--- src/rtl/uart_pkg.sv ---
// Shared types and helpers for the UART transmit/receive controllers.
package uart_pkg;

  typedef enum logic [2:0] {
    TX_IDLE,
    TX_START,
    TX_DATA,
    TX_PARITY,
    TX_STOP
  } tx_state_t;

  localparam logic        LINE_IDLE            = 1'b1;
  localparam int unsigned DEFAULT_OVERSAMPLING = 16;
  localparam int unsigned MAX_DATA_BITS        = 9;
  localparam int unsigned BIT_CNT_W            = $clog2(MAX_DATA_BITS + 1);

  // Zero padding of narrower words leaves the reduction unchanged.
  function automatic logic parity_calc(input logic [MAX_DATA_BITS-1:0] data,
                                       input logic                     odd);
    return odd ? ~^data : ^data;
  endfunction

endpackage

--- src/rtl/uart_bit_timer.sv ---
// Counts oversampled baud ticks and flags the tick that closes a bit period.
module uart_bit_timer
  import uart_pkg::*;
#(
  parameter int unsigned OVERSAMPLING = DEFAULT_OVERSAMPLING
) (
  input  logic i_clk,
  input  logic i_aresetn,
  input  logic i_clear,
  input  logic i_baud_tick,
  output logic o_bit_done
);

  localparam int unsigned CNT_W = (OVERSAMPLING > 2) ? $clog2(OVERSAMPLING) : 1;

  logic [CNT_W-1:0] tick_cnt;
  logic             at_last;

  assign at_last    = (tick_cnt == CNT_W'(OVERSAMPLING - 1));
  // Combinational so the owning FSM can advance on the very tick that ends the bit.
  assign o_bit_done = i_baud_tick && at_last && !i_clear;

  always_ff @(posedge i_clk or negedge i_aresetn) begin
    if (!i_aresetn) begin
      tick_cnt <= '0;
    end else if (i_clear) begin
      tick_cnt <= '0;
    end else if (i_baud_tick) begin
      tick_cnt <= at_last ? '0 : tick_cnt + CNT_W'(1);
    end
  end

endmodule

--- src/rtl/uart_tx_ctrl.sv ---
// UART transmit sequencer: valid/ready word in, framed serial stream out,
// each bit held for OVERSAMPLING baud ticks.
module uart_tx_ctrl
  import uart_pkg::*;
#(
  parameter int unsigned DATA_BITS    = 8,
  parameter int unsigned OVERSAMPLING = DEFAULT_OVERSAMPLING,
  parameter bit          PARITY_EN    = 1'b0,
  parameter bit          PARITY_ODD   = 1'b0,
  parameter int unsigned STOP_BITS    = 1
) (
  input  logic                 i_clk,
  input  logic                 i_aresetn,
  input  logic                 i_baud_tick,
  input  logic [DATA_BITS-1:0] i_data,
  input  logic                 i_valid,
  output logic                 o_ready,
  output logic                 o_tx,
  output logic                 o_busy
);

  if (DATA_BITS < 5 || DATA_BITS > MAX_DATA_BITS || OVERSAMPLING < 2 ||
      (STOP_BITS != 1 && STOP_BITS != 2)) begin : g_bad_params
    $fatal(1, "uart_tx_ctrl: illegal DATA_BITS/OVERSAMPLING/STOP_BITS");
  end

  tx_state_t              state;
  tx_state_t              state_next;
  logic [DATA_BITS-1:0]   shreg;
  logic [DATA_BITS-1:0]   shreg_next;
  logic                   parity_bit;
  logic                   parity_next;
  logic [BIT_CNT_W-1:0]   bit_cnt;
  logic [BIT_CNT_W-1:0]   bit_cnt_next;
  logic                   bit_done;
  logic                   tx_next;
  logic                   ready_next;
  logic                   busy_next;

  // Holding the timer clear in IDLE discards idle ticks and the acceptance tick.
  uart_bit_timer #(
    .OVERSAMPLING (OVERSAMPLING)
  ) u_bit_timer (
    .i_clk       (i_clk),
    .i_aresetn   (i_aresetn),
    .i_clear     (state == TX_IDLE),
    .i_baud_tick (i_baud_tick),
    .o_bit_done  (bit_done)
  );

  always_ff @(posedge i_clk or negedge i_aresetn) begin
    if (!i_aresetn) begin
      state <= TX_IDLE;
    end else begin
      state <= state_next;
    end
  end

  always_ff @(posedge i_clk or negedge i_aresetn) begin
    if (!i_aresetn) begin
      shreg      <= '0;
      parity_bit <= 1'b0;
      bit_cnt    <= '0;
    end else begin
      shreg      <= shreg_next;
      parity_bit <= parity_next;
      bit_cnt    <= bit_cnt_next;
    end
  end

  // Next state and datapath; bit_cnt counts data bits in DATA and stop bits in STOP.
  always_comb begin
    state_next   = state;
    shreg_next   = shreg;
    parity_next  = parity_bit;
    bit_cnt_next = bit_cnt;
    case (state)
      TX_IDLE: begin
        if (i_valid) begin
          state_next   = TX_START;
          shreg_next   = i_data;
          parity_next  = parity_calc(MAX_DATA_BITS'(i_data), PARITY_ODD);
          bit_cnt_next = '0;
        end
      end
      TX_START: begin
        if (bit_done) begin
          state_next   = TX_DATA;
          bit_cnt_next = '0;
        end
      end
      TX_DATA: begin
        if (bit_done) begin
          shreg_next = shreg >> 1;
          if (bit_cnt == BIT_CNT_W'(DATA_BITS - 1)) begin
            state_next   = PARITY_EN ? TX_PARITY : TX_STOP;
            bit_cnt_next = '0;
          end else begin
            bit_cnt_next = bit_cnt + BIT_CNT_W'(1);
          end
        end
      end
      TX_PARITY: begin
        if (bit_done) begin
          state_next   = TX_STOP;
          bit_cnt_next = '0;
        end
      end
      TX_STOP: begin
        if (bit_done) begin
          if (bit_cnt == BIT_CNT_W'(STOP_BITS - 1)) begin
            state_next = TX_IDLE;
          end else begin
            bit_cnt_next = bit_cnt + BIT_CNT_W'(1);
          end
        end
      end
      default: begin
        state_next = TX_IDLE;
      end
    endcase
  end

  // Outputs decoded from the upcoming state so the registered pins track it exactly.
  always_comb begin
    tx_next    = LINE_IDLE;
    ready_next = 1'b0;
    busy_next  = 1'b1;
    case (state_next)
      TX_IDLE: begin
        ready_next = 1'b1;
        busy_next  = 1'b0;
      end
      TX_START:  tx_next = ~LINE_IDLE;
      TX_DATA:   tx_next = shreg_next[0];
      TX_PARITY: tx_next = parity_next;
      TX_STOP:   tx_next = LINE_IDLE;
      default:   tx_next = LINE_IDLE;
    endcase
  end

  always_ff @(posedge i_clk or negedge i_aresetn) begin
    if (!i_aresetn) begin
      o_tx    <= LINE_IDLE;
      o_ready <= 1'b1;
      o_busy  <= 1'b0;
    end else begin
      o_tx    <= tx_next;
      o_ready <= ready_next;
      o_busy  <= busy_next;
    end
  end

endmodule

--- config.mk ---
export PLATFORM = sky130hd
export DESIGN_NAME = uart_tx_ctrl
export DESIGN_NICKNAME = d
export VERILOG_FILES = /design/src/rtl/uart_pkg.sv /design/src/rtl/uart_bit_timer.sv /design/src/rtl/uart_tx_ctrl.sv
export SDC_FILE = /design/constraint.sdc
export NUM_CORES = 1
export LEC_CHECK = 0
export BUFFER_PORTS_ARGS = -buffer_cell sky130_fd_sc_hd__buf_2
export CAP_MARGIN = 20
export CORE_AREA = 2 2 51 63
export DETAILED_ROUTE_END_ITERATION = 10
export DIE_AREA = 0 0 53 65
export GPL_TIMING_DRIVEN = 0
export PLACE_DENSITY = 0.65
export SYNTH_ARGS = -nofsm -noshare
export SYNTH_HDL_FRONTEND = slang
export SYNTH_HIERARCHICAL = 1
export SYNTH_SLANG_ARGS = --single-unit
--- constraint.sdc ---
create_clock -name i_clk -period 2 [get_ports i_clk]
set_clock_uncertainty 0.05 [all_clocks]
set_input_delay 0.2 -clock i_clk [delete_from_list [all_inputs] [get_ports i_clk]]
set_output_delay 0.2 -clock i_clk [all_outputs]
set_load 0.01 [all_outputs]
; ---- Word level (Yosys, flattened, before mapping)
; Cells that the tools add are included.
[totals]
register_bits = 23
output_inout_bits = 3
word_cells = 64
[classes]
addsub = 2
n_eq_ne = 14
n_mux = 26
reduce_logical = 13
[ops]
columns = op, n
row1 = $mux 4, 9
row2 = $mux 3, 7
row3 = $mux 8, 2
row4 = $pmux 4 s4, 1
row5 = $pmux 8 s2, 1
row6 = $pmux 3 s5, 1
row7 = $eq 3x2->1 const B, 4
row8 = $reduce_xor 9->1, 1
row9 = $add 4x1->4 const B, 2
row10 = $ne 2x2->1 const B, 4
row11 = $eq 3x1->1 const B, 2
row12 = $logic_not 3->1, 2
row13 = $reduce_and 6->1, 1
row14 = $eq 4x3->1 const B, 1
row15 = $eq 4x4->1 const B, 1
row16 = $logic_not 4->1, 1
row17 = $mux 1, 4
row18 = $reduce_bool 2->1, 2
row19 = $reduce_bool 4->1, 1
row20 = $eq 3x3->1 const B, 1
row21 = $pmux 1 s3, 1
row22 = $reduce_and 3->1, 1
row23 = $logic_and 1x1->1, 2
row24 = $ne 2x1->1 const B, 1
row25 = other kinds (2), 2

; ---- Longest topological paths before layout
; Gate-level depths: netlist of the first run.
[depth]
depth_word = 7
depth_mapped = 9

; ---- Hierarchy
; Netlist of the first run, hierarchy kept.
[modules_own_cells]
columns = module, n_inst, cells_per_inst, area_each_um2, seq_area_each_um2
row1 = uart_tx_ctrl, 1, 103, 1044.8, 478.0
row2 = uart_bit_timer, 1, 21, 202.7, 100.1

; ---- Worst setup path after synthesis of the first run
; No wires, ideal clock.
[synth_path]
path_kind = flip-flop to flip-flop
startpoint = register u_bit_timer.tick_cnt[0]
endpoint = register bit_cnt[3]
arrival_time_ps = 1977
setup_slack_ps = -104
path_stages_with_launch = 8
period_less_slack_ps = 2104
cell_sequence = dfrtp_1 -> ha_1 -> nand2_1 -> nor3_1 -> inv_2 -> o311a_1 -> or3_1 -> a21oi_1
[synth_between]
elab_chain_len = 5
word_cells_on_any_way = 7
[synth_rtl]
columns = item, line_no
row1 = from (decl), uart_bit_timer.sv:16  ; logic [CNT_W-1:0] tick_cnt;
row2 = from (signal assigned), uart_bit_timer.sv:29  ; tick_cnt <= at_last ? '0 : tick_cnt + CNT_W'(1);
row3 = $eq 4x4->1 *, uart_bit_timer.sv:19  ; assign at_last = (tick_cnt == CNT_W'(OVERSAMPLING - 1));
row4 = $logic_and 1x1->1 * (2 in a row), uart_bit_timer.sv:21  ; assign o_bit_done = i_baud_tick && at_last && !i_clear;
row5 = via bit_done, uart_tx_ctrl.sv:35  ; logic bit_done;
row6 = $ne 2x2->1 (no source line) or $ne 2x1->1 (tied branches), n/a
row7 = $reduce_and 6->1 (no source line) *, n/a
row8 = to (signal assigned), uart_tx_ctrl.sv:67  ; bit_cnt <= bit_cnt_next;
row9 = to (decl), uart_tx_ctrl.sv:33  ; logic [BIT_CNT_W-1:0] bit_cnt;
; Mark *: on every way through the listed nets, which the timed path passes. The rest lies on a longest branch.
; A chain may end at the register's enable or synchronous reset.

; ---- Worst setup path in the final report of the first run
[layout_path]
startpoint = register state[1]
endpoint = register shreg[4]
[layout_between]
elab_chain_len = 5
word_cells_on_any_way = 9
[layout_rtl]
columns = item, line_no
row1 = from (decl), uart_tx_ctrl.sv:27  ; tx_state_t state;
row2 = from (signal assigned), uart_tx_ctrl.sv:55  ; state <= state_next;
row3 = $logic_not 3->1, uart_tx_ctrl.sv:46  ; .i_clear (state == TX_IDLE),
row4 = $logic_not 1->1, uart_bit_timer.sv:21
row5 = $logic_and 1x1->1, uart_bit_timer.sv:21
row6 = via bit_done, uart_tx_ctrl.sv:35
row7 = $ne 2x2->1 (no source line), n/a
row8 = $reduce_and 3->1 (no source line), n/a
row9 = to (signal assigned), uart_tx_ctrl.sv:65  ; shreg <= shreg_next;
row10 = to (decl), uart_tx_ctrl.sv:29  ; logic [DATA_BITS-1:0] shreg;
; The timed path passes the listed nets, and every way through them passes these cells.

==> impl_metrics.py, run 1 <==
metrics = {
    "worst_setup_path": {
        "crit_path_start_kind": "flop",
        "critical_path_class": "flop to flop",
        "arrival_ns": 2.15,
        "worstPathMaxFanout": 8,
        "cp-end-kind": "flop",
        "r2r-start": "state[1]",
        "cp-startpoint": "state[1]",
        "critPathRequiredTime_ns": 2.15,
    },
    "global_route": {
        "antenna_found_initial": 0,
        "grt_pass1_vias": 1008,
        "grt_overflow": 0,
        "grt_max_degree": 24,
        "grt_pass1_wl_um": 4210,
        "grt_util_all_layers_pct": 16.2,
    },
    "clock_tree": {
        "cts_buffers": 3,
        "clk_pin_slew_ns": 0.13,
        "cts_tree": "done",
        "ctsHtreeMaxLevel": 1,
        "clock_latency_ns": 0.31,
        "cts.path.max_buffers": 2,
        "clock-root-buffer": "clkbuf_4",
        "clock-sinks": 23,
    },
    "logic_synthesis": {
        "ys_ff_latch": 23,
        "synth.net_count": 139,
        "synth_top_cell_area_share_pct": 42.1,
        "synth_area_leader_cell": "dfrtp_1",
        "synth_cells": 124,
        "synth-edff-count": 0,
        "synthArstFlopShare_pct": 100,
        "ys_types": 38,
        "yosys_warnings": 6,
        "syn_area_per_cell_sq_um": 10.1,
        "synthesis.area_sq_mm": 0.00125,
        "yosysSeqAreaShare_pct": 46.3,
        "yosys-top-cells-area": "dfrtp_1 42%, xnor2_1 4.9%, a222oi_1 4.8%, dfstp_2 4.2%, ha_1 3.0%",
        "ys.flop_type": "dfrtp_1",
    },
    "outcome": {
        "status": "finished, final reports clean",
    },
    "timing": {
        "fin_crit_sh_pct": 99.7,
        "post-route-min-period_ns": 1.99,
        "finalHoldViolCount": 0,
        "slew-limit-headroom_pct": 66.6,
        "setup_viol": 0,
        "tightestPinTransition_ns": 0.501,
        "slew_viol_final": 0,
        "fin_ws_ns": 0.00527,
        "fmax_mhz": 501,
        "whs_ns": 0.0622,
        "rsz0062_at_grt": "true",
        "fin_tns_setup_ns": 0,
    },
    "job": {
        "maxCapViolCount": 0,
    },
    "floorplan": {
        "io_pins": 15,
        "core-area_sq_mm": 0.00289,
        "num_rows": 22,
        "die_area_sq_mm": 0.00345,
        "dieHeight_um": 65,
        "start_util_pct": 43.2,
        "die_w_um": 53,
    },
    "hold_path": {
        "hp-class": "input port to flop",
        "hold_path.startpoint": "i_data[0]",
    },
    "finish": {
        "drive_above_1_share_pct": 32.5,
        "final_common_cell": "dfrtp_1",
        "finalCoreUtilization_pct": 53.5,
        "final_cell_area_sq_mm": 0.00155,
        "fill_cells": 258,
        "final_cell_mix": "21 x dfrtp_1, 16 x buf_2, 14 x buf_4",
        "antenna_cells": 0,
        "area_delta_synth_final_pct": 23.9,
        "fin_cells": 193,
        "fin_nets": 173,
    },
    "placed_design": {
        "dp_hpwl_um": 1760,
        "io_buffer_count": 14,
        "finalWeightedCongestion": 0.763,
        "pre_cts_slack_ns": -0.185,
        "dp.cells": 174,
        "placed_area_sq_mm": 0.00137,
    },
    "pwr": {
        "powerDensity_mw_per_mm2": 1190,
        "vdd_drop_max_mv": 0.469,
        "leakagePower_nw": 0.740,
        "fin_total_pwr_mw": 1.83,
    },
    "routing": {
        "wl_um": 2550,
        "via_per_inst": 5.41,
        "wl_per_cell_um": 13.2,
        "vias": 1044,
        "drtIter0Drc": 51,
        "route.detailed.drc": 0,
        "ant_nets": 0,
        "dr.pass1.iters": 7,
    },
}
-- critical path, cell delays in order (launching register included) --
cell and delay [ns]:
dfrtp_1 0.37, buf_6 0.13, nor3_4 0.07, nor3_4 0.30, mux2i_1 0.12, or3_1 0.33, buf_6 0.15, a222oi_1 0.30
inv_1 0.07
-- where the power goes --
part | switching (mW) | internal, mW | leakage (nW) | total, mW
registers | 0.132 | 0.663 | 0.283 | 0.794
clock network | 0.139 | 0.0780 | 0.0150 | 0.217
logic | 0.409 | 0.412 | 0.441 | 0.821
-- final cells by class --
type	count	area, sq um	area share (%)
buffer	5	43.8	2.83
sequential	23	578	37.4
timing repair buffer	29	185	12.0
multi-input combinational	86	629	40.7
clock buffer	4	26.3	1.70
inverter	10	37.5	2.43
tap	36	45.0	2.91
-- metal layers --
metal,global-route usage (%),share of wire [%],up-vias
li1,-,-,510
met1,19.8,44,504
met2,27.5,50,23
met4,7.69,2.1,0
met3,2.30,3.3,7
met5,0,0,-
-- logic make-up after synthesis --
kind of cell               share of synthesized area [%]
adders and majority gates                           3.01
muxes                                               2.41
and+or+nand+nor                                     20.1
buffers and inverters                               6.02
xor gates and xnor gates                            5.62
AOI/OAI and AO/OA                                   16.5
DFF                                                 46.3
-- cell usage after synthesis (2+ instances only) --
library cell,number
dfrtp_1,21
a31oi_1,2
dfstp_2,2
nor2b_1,2
nor3_1,2
xnor2_1,7
or3_1,4
nand2_1,9
o21ai_0,6
buf_2,3
a222oi_1,6
inv_1,9
mux2i_1,3
buf_6,2
nand3b_1,5
a21oi_1,6
ha_1,3
nand3_1,3
nor2_1,10
-- sequential cells by signal (all words and copies together), names as in the netlist --
name / cells
state: 3
u_bit_timer/tick_cnt: 4
parity_bit: 1
shreg: 8
o_ready: 1
o_tx: 1
bit_cnt: 4
o_busy: 1
-- path summary, 6_finish.rpt --
check / end / slack (ns) / cells after the start
setup / recovery: shreg[4] / 0.005 / 8
hold / removal: shreg[0] / 0.06 / 3
setup reg to reg: shreg[4] / 0.005 / 8
hold reg to reg: shreg[5] / 0.46 / 2
max in group asynchronous: o_ready / 1.23 / 2
min in group asynchronous: u_bit_timer/tick_cnt[0] / 0.31 / 2
-- repair_timing --
| action | CTS | global route |
|---|---|---|
| pin swaps | 7 | 4 |
| endpoints found under the hold margin | 21 | 0 |
| buffers inserted | 3 | 11 |
| hold buffers | 1 | 0 |
| resized for setup | 6 | 4 |
| endpoints found under the setup margin | 15 | 12 |
(Power assumes the default switching activity.)
==> inputs of run 2 (changes only) <==
--- a/config.mk
+++ b/config.mk
@@ -11,7 +11,7 @@
 export DETAILED_ROUTE_END_ITERATION = 10
 export DIE_AREA = 0 0 53 65
 export GPL_TIMING_DRIVEN = 0
-export PLACE_DENSITY = 0.65
+export PLACE_DENSITY = 0.61
 export SYNTH_ARGS = -nofsm -noshare
 export SYNTH_HDL_FRONTEND = slang
 export SYNTH_HIERARCHICAL = 1
==> run 2 against run 1 <==
  * Register-to-register slack better by 0.05 ns
  * Wire length down 5.1%
  * Final cell count up 0.52%
  * Sequential power about the same
  * Die area unchanged
  * Worst setup slack better by 0.046 ns
  * Core utilization up 0.65 points
  * First-iteration DRC count up 3.9%
  * Via count down 0.57%
  * Final area up 1.2%
  * Fmax up 2.4%
  * Count of clock-buffer cells in the layout unchanged
==> impl_metrics.py, run 2 (synthesis results as in run 1) <==
metrics = {
    "timing": {
        "post-route-min-period_ns": 1.95,
        "slew-limit-headroom_pct": 65.4,
        "rsz0062_at_grt": "true",
        "slew_viol_final": 0,
        "fin_crit_sh_pct": 97.4,
        "fmax_mhz": 513,
        "fin_tns_setup_ns": 0,
        "setup_viol": 0,
        "whs_ns": 0.0781,
        "finalHoldViolCount": 0,
        "tightestPinTransition_ns": 0.514,
    },
    "finish": {
        "drive_above_1_share_pct": 32.9,
        "final_cell_area_sq_mm": 0.00156,
        "top_register": "shreg",
        "final_common_cell": "dfrtp_1",
        "fin_cells": 194,
        "final_cell_mix": "21 x dfrtp_1, 16 x buf_2, 15 x buf_4",
        "area_delta_synth_final_pct": 25.4,
        "top_regs": "shreg (8), bit_cnt (4), u_bit_timer/tick_cnt (4)",
        "largest_register_ffs": 8,
        "fin_nets": 174,
        "antenna_cells": 0,
    },
    "routing": {
        "drtIter0Drc": 53,
        "route.detailed.drc": 0,
        "via_per_inst": 5.35,
        "ant_nets": 0,
        "wl_um": 2420,
        "dr.pass1.iters": 6,
        "wl_per_cell_um": 12.5,
        "vias": 1038,
    },
    "clock_tree": {
        "clock-sinks": 23,
        "cts_tree": "done",
        "clock_latency_ns": 0.30,
        "clock-root-buffer": "clkbuf_4",
        "clk_pin_slew_ns": 0.13,
        "cts.path.max_buffers": 2,
        "cts_buffers": 3,
        "ctsHtreeMaxLevel": 1,
    },
    "floorplan": {
        "num_rows": 22,
        "dieHeight_um": 65,
        "die_area_sq_mm": 0.00345,
        "io_pins": 15,
        "die_w_um": 53,
        "core-area_sq_mm": 0.00289,
        "start_util_pct": 43.2,
    },
    "placed_design": {
        "dp_hpwl_um": 1680,
        "placed_area_sq_mm": 0.00137,
        "dp.cells": 174,
        "io_buffer_count": 14,
        "finalWeightedCongestion": 0.743,
    },
    "global_route": {
        "grt_max_degree": 24,
        "grt_overflow": 0,
        "antenna_found_initial": 0,
        "grt_pass1_wl_um": 4400,
        "grt_util_all_layers_pct": 16.3,
        "grt_pass1_vias": 1033,
    },
    "pwr": {
        "fin_total_pwr_mw": 1.85,
        "powerDensity_mw_per_mm2": 1190,
        "vdd_drop_max_mv": 0.623,
        "leakagePower_nw": 0.751,
    },
    "hold_path": {
        "hp-class": "input port to flop",
    },
    "job": {
        "maxCapViolCount": 0,
    },
    "worst_setup_path": {
        "crit_path_start_kind": "flop",
        "cp-end-kind": "flop",
        "arrival_ns": 2.15,
        "critical_path_class": "flop to flop",
        "critPathRequiredTime_ns": 2.21,
        "worstPathMaxFanout": 5,
    },
    "outcome": {
        "status": "finished, final reports clean",
    },
}
run 2: cell count changes in the layout (fill, tap and decap cells not counted):
cell and change:
a31oi_1 -1, o21ai_1 -1, a31oi_4 +1, buf_4 +1, a21oi_1 +1, o21ai_0 +1, a21oi_2 -1
run 2: metal layers:
layer	vias to the layer above	share of wire [%]	track usage [%]
met5	-	0	0
met4	0	0.37	3.85
met3	2	3.6	2.53
met2	19	50	26.4
met1	506	46	22.6
li1	511	-	-
run 2: area by class of cell:
| type | count | area, sq um |
|---|---|---|
| Fill cell | 273 | 1330 |
| Multi-Input combinational cell | 86 | 641 |
| Sequential cell | 23 | 578 |
| Timing Repair Buffer | 30 | 193 |
| Tap cell | 36 | 45.0 |
| Buffer | 5 | 43.8 |
| Inverter | 10 | 37.5 |
| Clock buffer | 4 | 26.3 |
run 2: what timing repair did:
item / 4_1_cts / 5_1_grt
setup endpoints to repair: 13 / 14
resized for setup: 7 / 3
hold buffers: 1 / 0
endpoints found under the hold margin: 21 / 0
buffers inserted: 6 / 9
pin swaps: 6 / 7
run 2: final timing paths:
| path | endpoint | slack (ns) | start | cells past startpoint |
|---|---|---|---|---|
| worst max-delay path | o_ready | 0.05 | state[1] | 8 |
| max in group asynchronous | o_tx | 1.21 | i_aresetn | 2 |
| worst max register to register | o_ready | 0.05 | state[1] | 8 |
| worst min-delay path | shreg[0] | 0.08 | i_data[0] | 3 |
| min in group asynchronous | u_bit_timer/tick_cnt[0] | 0.33 | i_aresetn | 2 |
| worst min register to register | shreg[0] | 0.46 | shreg[0] | 2 |
run 2: critical path, stage by stage, from the launching register on:
cell,delay [ns]
dfrtp_1,0.39
buf_6,0.13
nor3_4,0.29
nor3_4,0.08
buf_4,0.15
buf_4,0.13
o21ai_0,0.43
or3_4,0.22
inv_1,0.04
run 2: report_power, final:
part / switching [mW] / internal [mW] / leakage [nW]
sequential: 0.131 / 0.662 / 0.283
clock: 0.135 / 0.0775 / 0.0150
combinational: 0.416 / 0.432 / 0.452
total: 0.683 / 1.17 / 0.751
run 2: stage by stage:
stage / util [%] / worst slack (ns)
after floorplan: - / 0.0494
after global placement: 47.3 / -0.122
after detailed placement: 47.3 / -0.216
after CTS: 51.0 / -0.0360
after global routing: 54.1 / -0.0672
final: 54.1 / 0.0511
==> inputs of run 3 (changes only) <==
--- a/config.mk
+++ b/config.mk
@@ -11,7 +11,7 @@
 export DETAILED_ROUTE_END_ITERATION = 10
 export DIE_AREA = 0 0 53 65
 export GPL_TIMING_DRIVEN = 0
-export PLACE_DENSITY = 0.61
+export PLACE_DENSITY = 0.71
 export SYNTH_ARGS = -nofsm -noshare
 export SYNTH_HDL_FRONTEND = slang
 export SYNTH_HIERARCHICAL = 1
==> run 3 against run 2 <==
  * Non-clock buffer count shrank 4
  * Worst hold slack lost 0.0083 ns
  * Final area shrank 1.3%
  * Power shrank 1.6%
  * Highest routed layer unchanged
  * Sequential share of layout area grew 0.48 points
  * Wire length grew 1.4%
  * Final cell count shrank 2.1%
  * Flip-flop and latch count is the same
==> impl_metrics.py, run 3 (synthesis results as in run 1) <==
metrics = {
    "floorplan": {
        "core-area_sq_mm": 0.00289,
        "die_area_sq_mm": 0.00345,
        "dieHeight_um": 65,
        "start_util_pct": 43.2,
        "io_pins": 15,
        "num_rows": 22,
        "die_w_um": 53,
    },
    "placed_design": {
        "pre_cts_slack_ns": -0.224,
        "dp_hpwl_um": 1710,
        "finalWeightedCongestion": 0.727,
        "io_buffer_count": 14,
    },
    "clock_tree": {
        "clk_pin_slew_ns": 0.12,
        "cts.path.max_buffers": 2,
        "cts_buffers": 3,
        "clock_latency_ns": 0.31,
        "clock-root-buffer": "clkbuf_4",
        "cts_tree": "done",
        "clock-sinks": 23,
        "ctsHtreeMaxLevel": 1,
    },
    "finish": {
        "top_regs": "shreg (8), bit_cnt (4), u_bit_timer/tick_cnt (4)",
        "largest_register_ffs": 8,
        "antenna_cells": 0,
        "area_delta_synth_final_pct": 23.8,
        "seq_area_sq_um": 578,
        "drive_above_1_share_pct": 33.1,
        "top_register": "shreg",
        "fill_cells": 248,
        "final_cell_mix": "21 x dfrtp_1, 16 x buf_2, 11 x buf_4",
        "finalCoreUtilization_pct": 53.4,
        "multiInputGateArea_sq_um": 649,
        "fin_nets": 170,
        "final_common_cell": "dfrtp_1",
    },
    "worst_setup_path": {
        "crit_path_start_kind": "flop",
        "arrival_ns": 2.14,
        "cp-end-kind": "flop",
        "r2r_cells": 8,
        "cp-startpoint": "u_bit_timer/tick_cnt[0]",
        "r2r_end": "shreg[4]",
        "r2r-start": "u_bit_timer/tick_cnt[0]",
        "worstPathMaxFanout": 8,
        "critPathRequiredTime_ns": 2.15,
        "critical_path_class": "flop to flop",
        "r2r_slack_ns": 0.02,
    },
    "timing": {
        "fin_tns_setup_ns": 0,
        "rsz0062_at_grt": "true",
        "fin_crit_sh_pct": 99.2,
        "slew-limit-headroom_pct": 67.0,
        "fin_ws_ns": 0.0168,
        "finalHoldViolCount": 0,
        "slew_viol_final": 0,
        "setup_viol": 0,
        "fmax_mhz": 504,
        "post-route-min-period_ns": 1.98,
        "tightestPinTransition_ns": 0.495,
    },
    "routing": {
        "route.detailed.drc": 0,
        "vias": 1024,
        "via_per_inst": 5.39,
        "ant_nets": 0,
        "drtIter0Drc": 46,
        "dr.pass1.iters": 5,
        "wl_um": 2460,
        "wl_per_cell_um": 12.9,
    },
    "global_route": {
        "grt_pass1_vias": 1012,
        "grt_max_degree": 24,
        "antenna_found_initial": 0,
        "grt_util_all_layers_pct": 16.0,
        "grt_overflow": 0,
        "grt_pass1_wl_um": 4220,
    },
    "hold_path": {
        "whs_path_depth": 3,
        "hold_path.startpoint": "i_data[0]",
        "hp-class": "input port to flop",
        "holdPathEnd": "shreg[0]",
    },
    "job": {
        "maxCapViolCount": 0,
    },
    "pwr": {
        "vdd_drop_max_mv": 0.698,
        "leakagePower_nw": 0.736,
        "powerDensity_mw_per_mm2": 1180,
    },
    "outcome": {
        "status": "finished, final reports clean",
    },
}
run 3: what timing repair did:
item                                    CTS  global route
endpoints found under the hold margin    21             0
buffers inserted                          4             7
resized for setup                         5             8
pin swaps                                 5             6
hold buffers                              1             0
endpoints found under the setup margin   15            14
run 3: per-layer routing:
metal | share of wire [%] | vias up | wire [um] | global-route usage (%)
met4 | 1.0 | 0 | 25 | 5.45
met5 | 0 | - | 0 | 0
met1 | 46 | 502 | 1120 | 20.5
met2 | 51 | 16 | 1250 | 27.2
li1 | - | 502 | - | -
met3 | 2.2 | 4 | 54 | 2.07
run 3: how the worst max path moves through the flow:
stage / endpoint / slack, ns / cells past startpoint
after CTS: shreg[6] / -0.04 / 8
after floorplan: bit_cnt[3] / 0.05 / 7
final: shreg[4] / 0.02 / 8
after detailed placement: shreg[4] / -0.22 / 8
after global placement: shreg[6] / -0.11 / 8
after global routing: shreg[5] / -0.08 / 8
run 3: metrics by stage:
| step | cell area [sq um] | hold WS [ns] | std cells | power, mW |
|---|---|---|---|---|
| global placement | 1370 | 0.140 | 174 | 1.43 |
| finish | 1540 | 0.0698 | 190 | 1.82 |
| floorplan | 1250 | -0.146 | 124 | 1.32 |
| detailed placement | 1370 | 0.154 | 174 | 1.49 |
| global route | 1540 | 0.0769 | 190 | 1.99 |
| CTS | 1450 | 0.0616 | 183 | 1.77 |
run 3: where the power goes:
group	switching, mW	leakage [nW]	internal [mW]	total, mW
clock	0.134	0.0177	0.0746	0.208
sequential	0.134	0.283	0.663	0.797
combinational	0.414	0.435	0.405	0.819
run 3: area by class of cell:
cell class,instances,area share [%]
Timing Repair Buffer,26,10.5
Sequential cell,23,37.4
Clock inverter,1,0.324
Multi-Input combinational cell,86,42.1
Tap cell,36,2.92
Clock buffer,3,1.46
Inverter,10,2.43
Buffer,5,2.84
run 3: critical path: stages (launching register included):
cell and delay [ns]:
dfrtp_1 0.39, ha_2 0.20, nand2_2 0.06, nor3_4 0.24, mux2i_1 0.11, or3_1 0.33
buf_6 0.15, a222oi_1 0.27, inv_1 0.07
